**config.mk**
```make
export PLATFORM = sky130hd
export DESIGN_NAME = ds_integrator_stage_flat
export DESIGN_NICKNAME = d
export VERILOG_FILES = /design/src/rtl/ds_pkg.sv /design/src/rtl/ds_integrator_stage_if.sv /design/src/rtl/ds_sat_add.sv /design/src/rtl/ds_integrator_stage.sv /design/src/flat_wrapper.sv
export SDC_FILE = /design/constraint.sdc
export NUM_CORES = 1
export LEC_CHECK = 0
export CELL_PAD_IN_SITES_DETAIL_PLACEMENT = 1
export CELL_PAD_IN_SITES_GLOBAL_PLACEMENT = 2
export CORE_MARGIN = 10
export CORE_UTILIZATION = 34
export CTS_CLUSTER_SIZE = 40
export DETAILED_ROUTE_END_ITERATION = 8
export PLACE_DENSITY = 0.9
export SYNTH_ARGS = -nofsm -noshare
export SYNTH_HDL_FRONTEND = slang
export SYNTH_SLANG_ARGS = --single-unit
```
**constraint.sdc**
```tcl
create_clock -name clk -period 4.2 [get_ports clk]
set_input_delay 0.84 -clock clk [delete_from_list [all_inputs] [get_ports clk]]
set_output_delay 0.84 -clock clk [all_outputs]
set_load 0.05 [all_outputs]
```
**src/rtl/ds_pkg.sv**
```systemverilog
// Shared constants and word type for every delta-sigma loop stage.
// All loop integrators and scalers import this package so widths stay consistent.
package ds_pkg;

  localparam int DS_W = 41;

  typedef logic signed [DS_W-1:0] ds_word_t;

  localparam ds_word_t DS_FS  = 41'sh020_0000_0000;
  localparam ds_word_t DS_MAX = {1'b0, {(DS_W-1){1'b1}}};
  localparam ds_word_t DS_MIN = {1'b1, {(DS_W-1){1'b0}}};

endpackage

```
**src/rtl/ds_integrator_stage_if.sv**
```systemverilog
// Sample-strobe interface between a loop stage and the integrator.
// The master side supplies samples and feedback; the slave side returns the state and flags.
interface ds_integrator_stage_if #(
  parameter int W = ds_pkg::DS_W
);

  logic                clr;
  logic                in_valid;
  logic signed [W-1:0] in_data;
  logic                fb_bit;
  logic                out_valid;
  logic signed [W-1:0] out_state;
  logic                sat_active;
  logic                ovf_sticky;

  modport master (
    output clr, in_valid, in_data, fb_bit,
    input  out_valid, out_state, sat_active, ovf_sticky
  );

  modport slave (
    input  clr, in_valid, in_data, fb_bit,
    output out_valid, out_state, sat_active, ovf_sticky
  );

endinterface

```
**src/rtl/ds_sat_add.sv**
```systemverilog
// Combinational (W+1)-bit + W-bit adder that either clamps to the W-bit range or wraps.
// ovf reports any result outside the W-bit signed range, whichever mode is selected.
module ds_sat_add import ds_pkg::*; #(
  parameter int W      = DS_W,
  parameter bit SAT_EN = 1'b1
) (
  input  logic signed [W:0]   a,
  input  logic signed [W-1:0] b,
  output logic signed [W-1:0] result,
  output logic                ovf
);

  localparam logic signed [W+1:0] MAX_X = {3'b000, {(W-1){1'b1}}};
  localparam logic signed [W+1:0] MIN_X = {3'b111, {(W-1){1'b0}}};

  logic signed [W+1:0] sum;
  logic                out_of_range;

  // Two guard bits make the sum exact, so range checks need no carry tricks.
  always_comb begin
    sum          = {{2{b[W-1]}}, b} + {a[W], a};
    out_of_range = (sum > MAX_X) || (sum < MIN_X);
    ovf          = out_of_range;
    result       = sum[W-1:0];
    if (SAT_EN && out_of_range) begin
      result = sum[W+1] ? MIN_X[W-1:0] : MAX_X[W-1:0];
    end
  end

endmodule

```
**src/rtl/ds_integrator_stage.sv**
```systemverilog
// Two-stage registered integrator: stage 1 forms in_data - feedback, stage 2 accumulates it
// with clamp or wrap, and tracks instantaneous and sticky overflow.
module ds_integrator_stage import ds_pkg::*; #(
  parameter int                  W      = DS_W,
  parameter logic signed [W-1:0] FS     = DS_FS,
  parameter bit                  SAT_EN = 1'b1
) (
  input  logic                 clk,
  input  logic                 rst,
  ds_integrator_stage_if.slave bus
);

  logic signed [W:0]   fb_val;
  logic signed [W:0]   d1_next;
  logic signed [W:0]   d1;
  logic                v1;
  logic signed [W-1:0] sum_res;
  logic                sum_ovf;

  // One extra bit keeps in_data +/- FS exact for any input.
  always_comb begin
    fb_val  = bus.fb_bit ? {FS[W-1], FS} : -{FS[W-1], FS};
    d1_next = {bus.in_data[W-1], bus.in_data} - fb_val;
  end

  always_ff @(posedge clk or posedge rst) begin
    if (rst) begin
      d1 <= '0;
      v1 <= 1'b0;
    end else if (bus.clr) begin
      d1 <= '0;
      v1 <= 1'b0;
    end else begin
      v1 <= bus.in_valid;
      if (bus.in_valid) begin
        d1 <= d1_next;
      end
    end
  end

  ds_sat_add #(
    .W      (W),
    .SAT_EN (SAT_EN)
  ) u_sat_add (
    .a      (d1),
    .b      (bus.out_state),
    .result (sum_res),
    .ovf    (sum_ovf)
  );

  // State and flags move only when stage 1 hands over a sample; clr drops anything in flight.
  always_ff @(posedge clk or posedge rst) begin
    if (rst) begin
      bus.out_state  <= '0;
      bus.out_valid  <= 1'b0;
      bus.sat_active <= 1'b0;
      bus.ovf_sticky <= 1'b0;
    end else if (bus.clr) begin
      bus.out_state  <= '0;
      bus.out_valid  <= 1'b0;
      bus.sat_active <= 1'b0;
      bus.ovf_sticky <= 1'b0;
    end else begin
      bus.out_valid <= v1;
      if (v1) begin
        bus.out_state  <= sum_res;
        bus.sat_active <= sum_ovf;
        bus.ovf_sticky <= bus.ovf_sticky | sum_ovf;
      end
    end
  end

endmodule

```
**src/flat_wrapper.sv**
```systemverilog
// flat-port wrapper written by rule: the top's interface ports become plain ports
module ds_integrator_stage_flat import ds_pkg::*;
#(
  parameter int                  W      = DS_W,
  parameter logic signed [W-1:0] FS     = DS_FS,
  parameter bit                  SAT_EN = 1'b1
)
  (clk, rst, bus_clr, bus_in_valid, bus_in_data, bus_fb_bit, bus_out_valid, bus_out_state, bus_sat_active, bus_ovf_sticky);
  ds_integrator_stage_if #(.W(W)) bus_i ();
  input  logic clk;
  input  logic rst;
  input wire logic [$bits(bus_i.clr)-1:0] bus_clr;
  input wire logic [$bits(bus_i.in_valid)-1:0] bus_in_valid;
  input wire logic [$bits(bus_i.in_data)-1:0] bus_in_data;
  input wire logic [$bits(bus_i.fb_bit)-1:0] bus_fb_bit;
  output wire logic [$bits(bus_i.out_valid)-1:0] bus_out_valid;
  output wire logic [$bits(bus_i.out_state)-1:0] bus_out_state;
  output wire logic [$bits(bus_i.sat_active)-1:0] bus_sat_active;
  output wire logic [$bits(bus_i.ovf_sticky)-1:0] bus_ovf_sticky;
  assign bus_i.clr = bus_clr;
  assign bus_i.in_valid = bus_in_valid;
  assign bus_i.in_data = bus_in_data;
  assign bus_i.fb_bit = bus_fb_bit;
  assign bus_out_valid = bus_i.out_valid;
  assign bus_out_state = bus_i.out_state;
  assign bus_sat_active = bus_i.sat_active;
  assign bus_ovf_sticky = bus_i.ovf_sticky;
  ds_integrator_stage #(.W(W), .FS(FS), .SAT_EN(SAT_EN)) u_core (.clk(clk), .rst(rst), .bus(bus_i));
endmodule
```
# After elaboration in Yosys (flattened, before gate mapping)
# Cells that the tools add are included.
# op_classes
n_addsub	2
order_cmp	2
n_mux	13
bitwise_logic	1
reduce_logical	3
# ops
operator	n
$mux W41	4
$mux W42	3
$add A41 B42 Y43	1
$gt A43 B41 Y1 const B	1
$lt A43 B41 Y1 const B	1
$sub A42 B42 Y42	1
$mux W1	6
$reduce_bool A2 Y1	2
$logic_or A1 B1 Y1	1
$or A1 B1 Y1	1
# totals
register_bits	87
input_bits	46
word_cells	27

# Longest topological paths before layout
# Gate-level depths: netlist of the first run.
# depth
depth_word	6
mapped_depth	13
ltp_nobuf	12

# Cells and area by module
# Synthesis of the first run repeated with hierarchy kept, for this count alone.
# hier_totals
cells_unflattened	711
area_unflattened_um2	6437.4
# modules_own_cells
module	instances	cells_per_inst	area_per_inst_um2	seq_area_each_um2
ds_integrator_stage	1	299	3602.2	2177.1
ds_sat_add	1	412	2835.2	0.0

# Worst setup path after synthesis of the first run
# No wires, ideal clock.
# synth_timing
path_kind	register to register
start	reg u_core.bus.out_state[0]
end	reg u_core.bus.ovf_sticky
setup_time_ns	0.134
arrival_ns	3.265
t_required_ns	4.066
setup_slack_ns	0.801
path_stages_with_launch	14
path_buffers	1
synth_period_minus_slack_ns	3.399
cell_sequence	dfrtp_1 ha_1 inv_1 fa_1 nand2b_1 a21oi_1 o21bai_1 a2111oi_2 o2111ai_1 o211ai_1 nand2_1 o22ai_4 buf_6 o22ai_1
# synth_via
elab_chain_cells	6
word_cells_on_any_way	7
# synth_lines
item	line	text
start: declaration	ds_integrator_stage_if.sv:23	output out_valid, out_state, sat_active, ovf_sticky
start signal: assignment	ds_integrator_stage.sv:66	bus.out_state <= sum_res;
$add A41 B42 Y43 *	ds_sat_add.sv:21	sum = {{2{b[W-1]}}, b} + {a[W], a};
$gt A43 B41 Y1 / $lt A43 B41 Y1 (equally long branches)	ds_sat_add.sv:22	out_of_range = (sum > MAX_X) || (sum < MIN_X);
$logic_or A1 B1 Y1 *	ds_sat_add.sv:22	
$or A1 B1 Y1 *	ds_integrator_stage.sv:68	bus.ovf_sticky <= bus.ovf_sticky | sum_ovf;
$mux W1 *	ds_integrator_stage.sv:65	if (v1) begin
$mux W1 *	ds_integrator_stage.sv:58	end else if (bus.clr) begin
end signal: assignment	ds_integrator_stage.sv:68	
end: declaration	ds_integrator_stage_if.sv:23	
# Mark *: on every way between the ends. The rest lies on a longest branch, timed or not. The select of a mux whose other input is x is not followed.
# A chain may end at the register's enable or synchronous reset.

# Worst setup path after layout of the first run
# layout_timing
start	reg u_core.bus.out_state[0]
end	reg u_core.bus.sat_active
# layout_via
elab_chain_cells	5
word_cells_on_any_way	6
# layout_lines
item	line	text
$add A41 B42 Y43 *	ds_sat_add.sv:21	
$gt A43 B41 Y1 / $lt A43 B41 Y1 (equally long branches)	ds_sat_add.sv:22	
$logic_or A1 B1 Y1 *	ds_sat_add.sv:22	
$mux W1 *	ds_integrator_stage.sv:65	
$mux W1 *	ds_integrator_stage.sv:58	
end signal: assignment	ds_integrator_stage.sv:67	bus.sat_active <= sum_ovf;
end: declaration	ds_integrator_stage_if.sv:23	
# Marks and branches as above.

==> summary.md, run 1 <==
| Metric | Value |
|---|---|
| Outcome | `finished clean` |
| RSZ-0062 raised after global routing | `false` |
| Number of library cell types mapped by synthesis | `57` |
| DR iter-0 viols | `234` |
| Hold Fails Final Rpt | `0` |
| Drc violations | `0` |
| Number of max-cap violations | `0` |
| Antenna violations before repair | `0` |
| Final setup margin | `0.510 ns` |
| Relative slew slack | `0.421` |
| CP bufs+invs | `2` |
| TritonCTS clock tree | `done` |
| Post-route insts no fill | `1016` |
| Post-synth top area cell | `dfrtp_1` |
| Starting Density | `0.347` |
| Pwr Density | `340 nW/um^2` |
| Worst vdd ir | `0.168 mV` |
| Final period util | `0.879` |
| Hold buffers post-CTS | `0` |
| Antenna Cells | `0` |
| Clk pwr share | `0.362` |
| Worst Hold Class | `reg2reg` |
| Max-slew violation count | `0` |
| Critical path type | `reg2reg` |
| Core area | `18100 sq um` |
| Vias in the first global route | `5892` |
| Die Y | `156 um` |
| H-tree depth | `3` |
| Skew final | `0.0107 ns` |
| Final Setup Violations | `0` |
| Postcts setup bufs | `0` |
| Synthesized area | `6270 sq um` |
| CP endpoint kind | `flip-flop` |
| HPWL after DPL | `14200 um` |
| Register area share after synthesis | `0.347` |
| Worst-path clk slew | `0.07 ns` |
| Post-CTS sizing | `0` |
| Share of cells above drive strength 1 | `0.0496` |
| XOR/XNOR Fraction of Synth Area | `0.0516` |
| DR WL/cell | `18.0 um` |
| Top cells by area, synth | `dfrtp_1 35%, ha_1 9.0%, a21oi_1 7.2%` |
| Post-DR vias/cell | `5.44` |
| Startpoint Class | `flip-flop` |
| Part of the power in registers | `0.363` |
| Area added between synthesis and finish | `22.2%` |
| Die width | `156 um` |
| CP Data Required Time | `4.43 ns` |
| DP Worst Slack | `0.552 ns` |
| Int Pwr | `1.74 mW` |
| Setup TNS | `0 ns` |
| Worst Tran Pin Value | `0.868 ns` |
| Nets | `875` |
| Detailed Routing Iterations Pass 1 | `4` |
| Tmin final | `3.69 ns` |
| Site Rows | `49` |
| Cell family with most CP delay | `compound AO/OA/AOI/OAI gates` |
| Synth warn | `0` |
| Synthesized net count | `812` |
| Post-synth EDFFs | `0` |
| Vias | `5532` |
| Maximum clock path buffer count | `2` |
| Gp weighted congestion | `0.848` |
| IO Port Bufs | `89` |
| Gate power share | `0.275` |
| Global-route wire length before repair | `30400 um` |
| Peak Freq | `0.271 GHz` |
| Yosys top cell area share | `0.347` |
| CTS Root Cell | `clkbuf_16` |
| Compound-Gate Fraction of Synth Area | `0.242` |
| Post-Synth Simple-Gate Area | `0.150` |
| Mux cell area share after synthesis | `0.0654` |
| #FFs+latches synth | `87` |
| Pleak | `3.51 nW` |
| Crit-path cells | `ha_1 -> inv_1 -> fa_1 -> nand2b_1 -> a21oi_1 -> o2111ai_1 -> a2111oi_2 -> o311ai_1 -> a21oi_1 -> nand2_1 -> o22ai_4 -> buf_4 -> o21ai_0` |
| Critical Path Most Common Cell | `a21oi_1` |
| CTS Buf Count | `9` |
| GRT Total Usage | `0.152` |
| DP Cell Count | `1000` |
| Worst-skew pair later-pin latency | `0.36 ns` |
| DIE AREA | `24300 sq um` |
| Predominant post-synthesis flop cell | `dfrtp_1` |
| Avg Inst Size Synth | `8.73 sq um` |
| Grt total ovfl | `0` |
| Largest net degree at the start of global routing | `48` |
| ANT nets after route | `0` |
| Critical Path Fanout Max | `25` |
| CP max stage delay | `0.48 ns` |
| CP arrival | `3.92 ns` |
| Largest family of logic cells by synthesized area | `compound AO/OA/AOI/OAI gates` |
| Io pins | `90` |
| Sw Ratio | `0.331` |
| FILL cells | `2092` |
| CP max-delay cell | `a2111oi_2` |
| Mapped Cells | `719` |
| Async S/R FF share, synth | `1.00` |
| # clock sinks | `87` |
| Adder-cell share of the synthesized area | `0.0961` |
| Net Sw Power | `864 uW` |
| Total Routed Length | `18300 um` |
## power groups by stage
stage	combinational [mW]	sequential, mW	clock, mW
after floorplan	0.410	1.05	0
after global placement	0.714	0.960	0
after detailed placement	0.725	0.962	0
after CTS	0.728	0.947	0.961
after global routing	0.793	0.954	0.999
final	0.718	0.946	0.944
## cells by family (layout without fill, tap and decap cells)
logic type / count (synthesis) / in the layout
AOI/OAI and AO/OA: 234 / 234
DFF: 87 / 87
and+or+nand+nor: 208 / 208
buffers and inverters: 65 / 133
adders and majority gates: 47 / 47
xor gates and xnor gates: 37 / 37
muxes: 41 / 41
## stage by stage
stage	total power, mW	utilization	hold slack (ns)	instance area, sq um
finish	2.61	0.424	0.515	7660
global route	2.75	0.424	0.550	7660
CTS	2.64	0.424	0.527	7660
detailed placement	1.69	0.405	0.513	7320
global placement	1.67	0.405	0.483	7320
floorplan	1.46	-	0.472	6270
## cells in the mapped netlist (3+ instances only)
library cell	number
a21oi_1	90
dfrtp_1	87
nand2_1	80
nor2_1	63
ha_1	45
mux2i_1	41
a22oi_1	40
xnor2_1	26
o21ai_0	24
clkbuf_1	23
inv_1	19
a21o_1	17
nand4_1	16
buf_2	14
xor2_1	11
nor3_1	10
o21bai_1	9
nand3_1	7
o21a_1	7
or3_1	6
a21boi_0	5
and2_1	5
and3_1	5
buf_6	5
nand2b_1	5
a211oi_1	4
a31oi_1	4
buf_1	4
o2111ai_1	4
a221oi_1	3
o211ai_1	3
o21ai_1	3
o22ai_1	3
o31ai_1	3
## cells in the final DEF (no fill, tap or decap), types with 5 or more instances in the layout
master / instances
xnor2_1: 26
a21boi_0: 5
nand2b_1: 5
ha_1: 45
xor2_1: 11
a21o_1: 17
inv_1: 18
mux2i_1: 41
dfrtp_1: 87
or3_1: 6
clkbuf_16: 9
o21ai_0: 24
o21a_1: 7
nand2_1: 80
nor3_1: 10
clkdlybuf4s50_1: 87
buf_4: 7
and3_1: 5
nand3_1: 7
nor2_1: 62
a22oi_1: 40
nand4_1: 16
o21bai_1: 9
and2_1: 5
a21oi_1: 90
## routing by layer
metal  track usage  wire length [um]
met4        0.0396               231
met3        0.0389               796
met1         0.195              8720
met2         0.249              8550
met5             0                 0
## final timing paths
| check | from | endpoint | slack (ns) | depth (start not counted) |
|---|---|---|---|---|
| max | u_core.bus.out_state[0]$_DFFE_PP0P_ | u_core.bus.sat_active$_DFFE_PP0P_ | 0.51 | 13 |
| min | u_core.bus.sat_active$_DFFE_PP0P_ | u_core.bus.sat_active$_DFFE_PP0P_ | 0.51 | 2 |
| max reg2reg | u_core.bus.out_state[0]$_DFFE_PP0P_ | u_core.bus.sat_active$_DFFE_PP0P_ | 0.51 | 13 |
| min reg2reg | u_core.bus.sat_active$_DFFE_PP0P_ | u_core.bus.sat_active$_DFFE_PP0P_ | 0.51 | 2 |
| max in group asynchronous | rst | u_core.d1[5]$_DFFE_PP0P_ | 2.60 | 3 |
| min in group asynchronous | rst | u_core.bus.out_state[27]$_DFFE_PP0P_ | 0.92 | 2 |
## layout make-up
| type | count | area (sq um) | area share |
|---|---|---|---|
| Multi-Input combinational cell | 567 | 3810 | 0.497 |
| Inverter | 19 | 72.6 | 0.00947 |
| Sequential cell | 87 | 2180 | 0.284 |
| Clock buffer | 9 | 225 | 0.0294 |
| Clock inverter | 7 | 120 | 0.0157 |
| Timing Repair Buffer | 98 | 973 | 0.127 |
| Tap cell | 229 | 287 | 0.0374 |
## worst reg2reg max path, cell delays in order (launching register included)
cell and delay, ns:
dfrtp_1 0.40, ha_1 0.18, inv_1 0.05, fa_1 0.39, nand2b_1 0.18, a21oi_1 0.28
o2111ai_1 0.27, a2111oi_2 0.48, o311ai_1 0.16, a21oi_1 0.34, nand2_1 0.16, o22ai_4 0.18
buf_4 0.34, o21ai_0 0.14
## sequential cells by signal, indices dropped and copies added (netlist names)
signal,flops
u_core.bus.out_state,41
u_core.bus.out_valid,1
u_core.bus.ovf_sticky,1
u_core.bus.sat_active,1
u_core.v1,1
u_core.d1,42
No activity file was read; power rests on OpenSTA's default activity.
==> run 2: changes to the inputs <==
Settings changed: CAP_MARGIN set to 40.
==> results of run 2 <==
Final layout, timing and power as in run 1 (identical DEF).
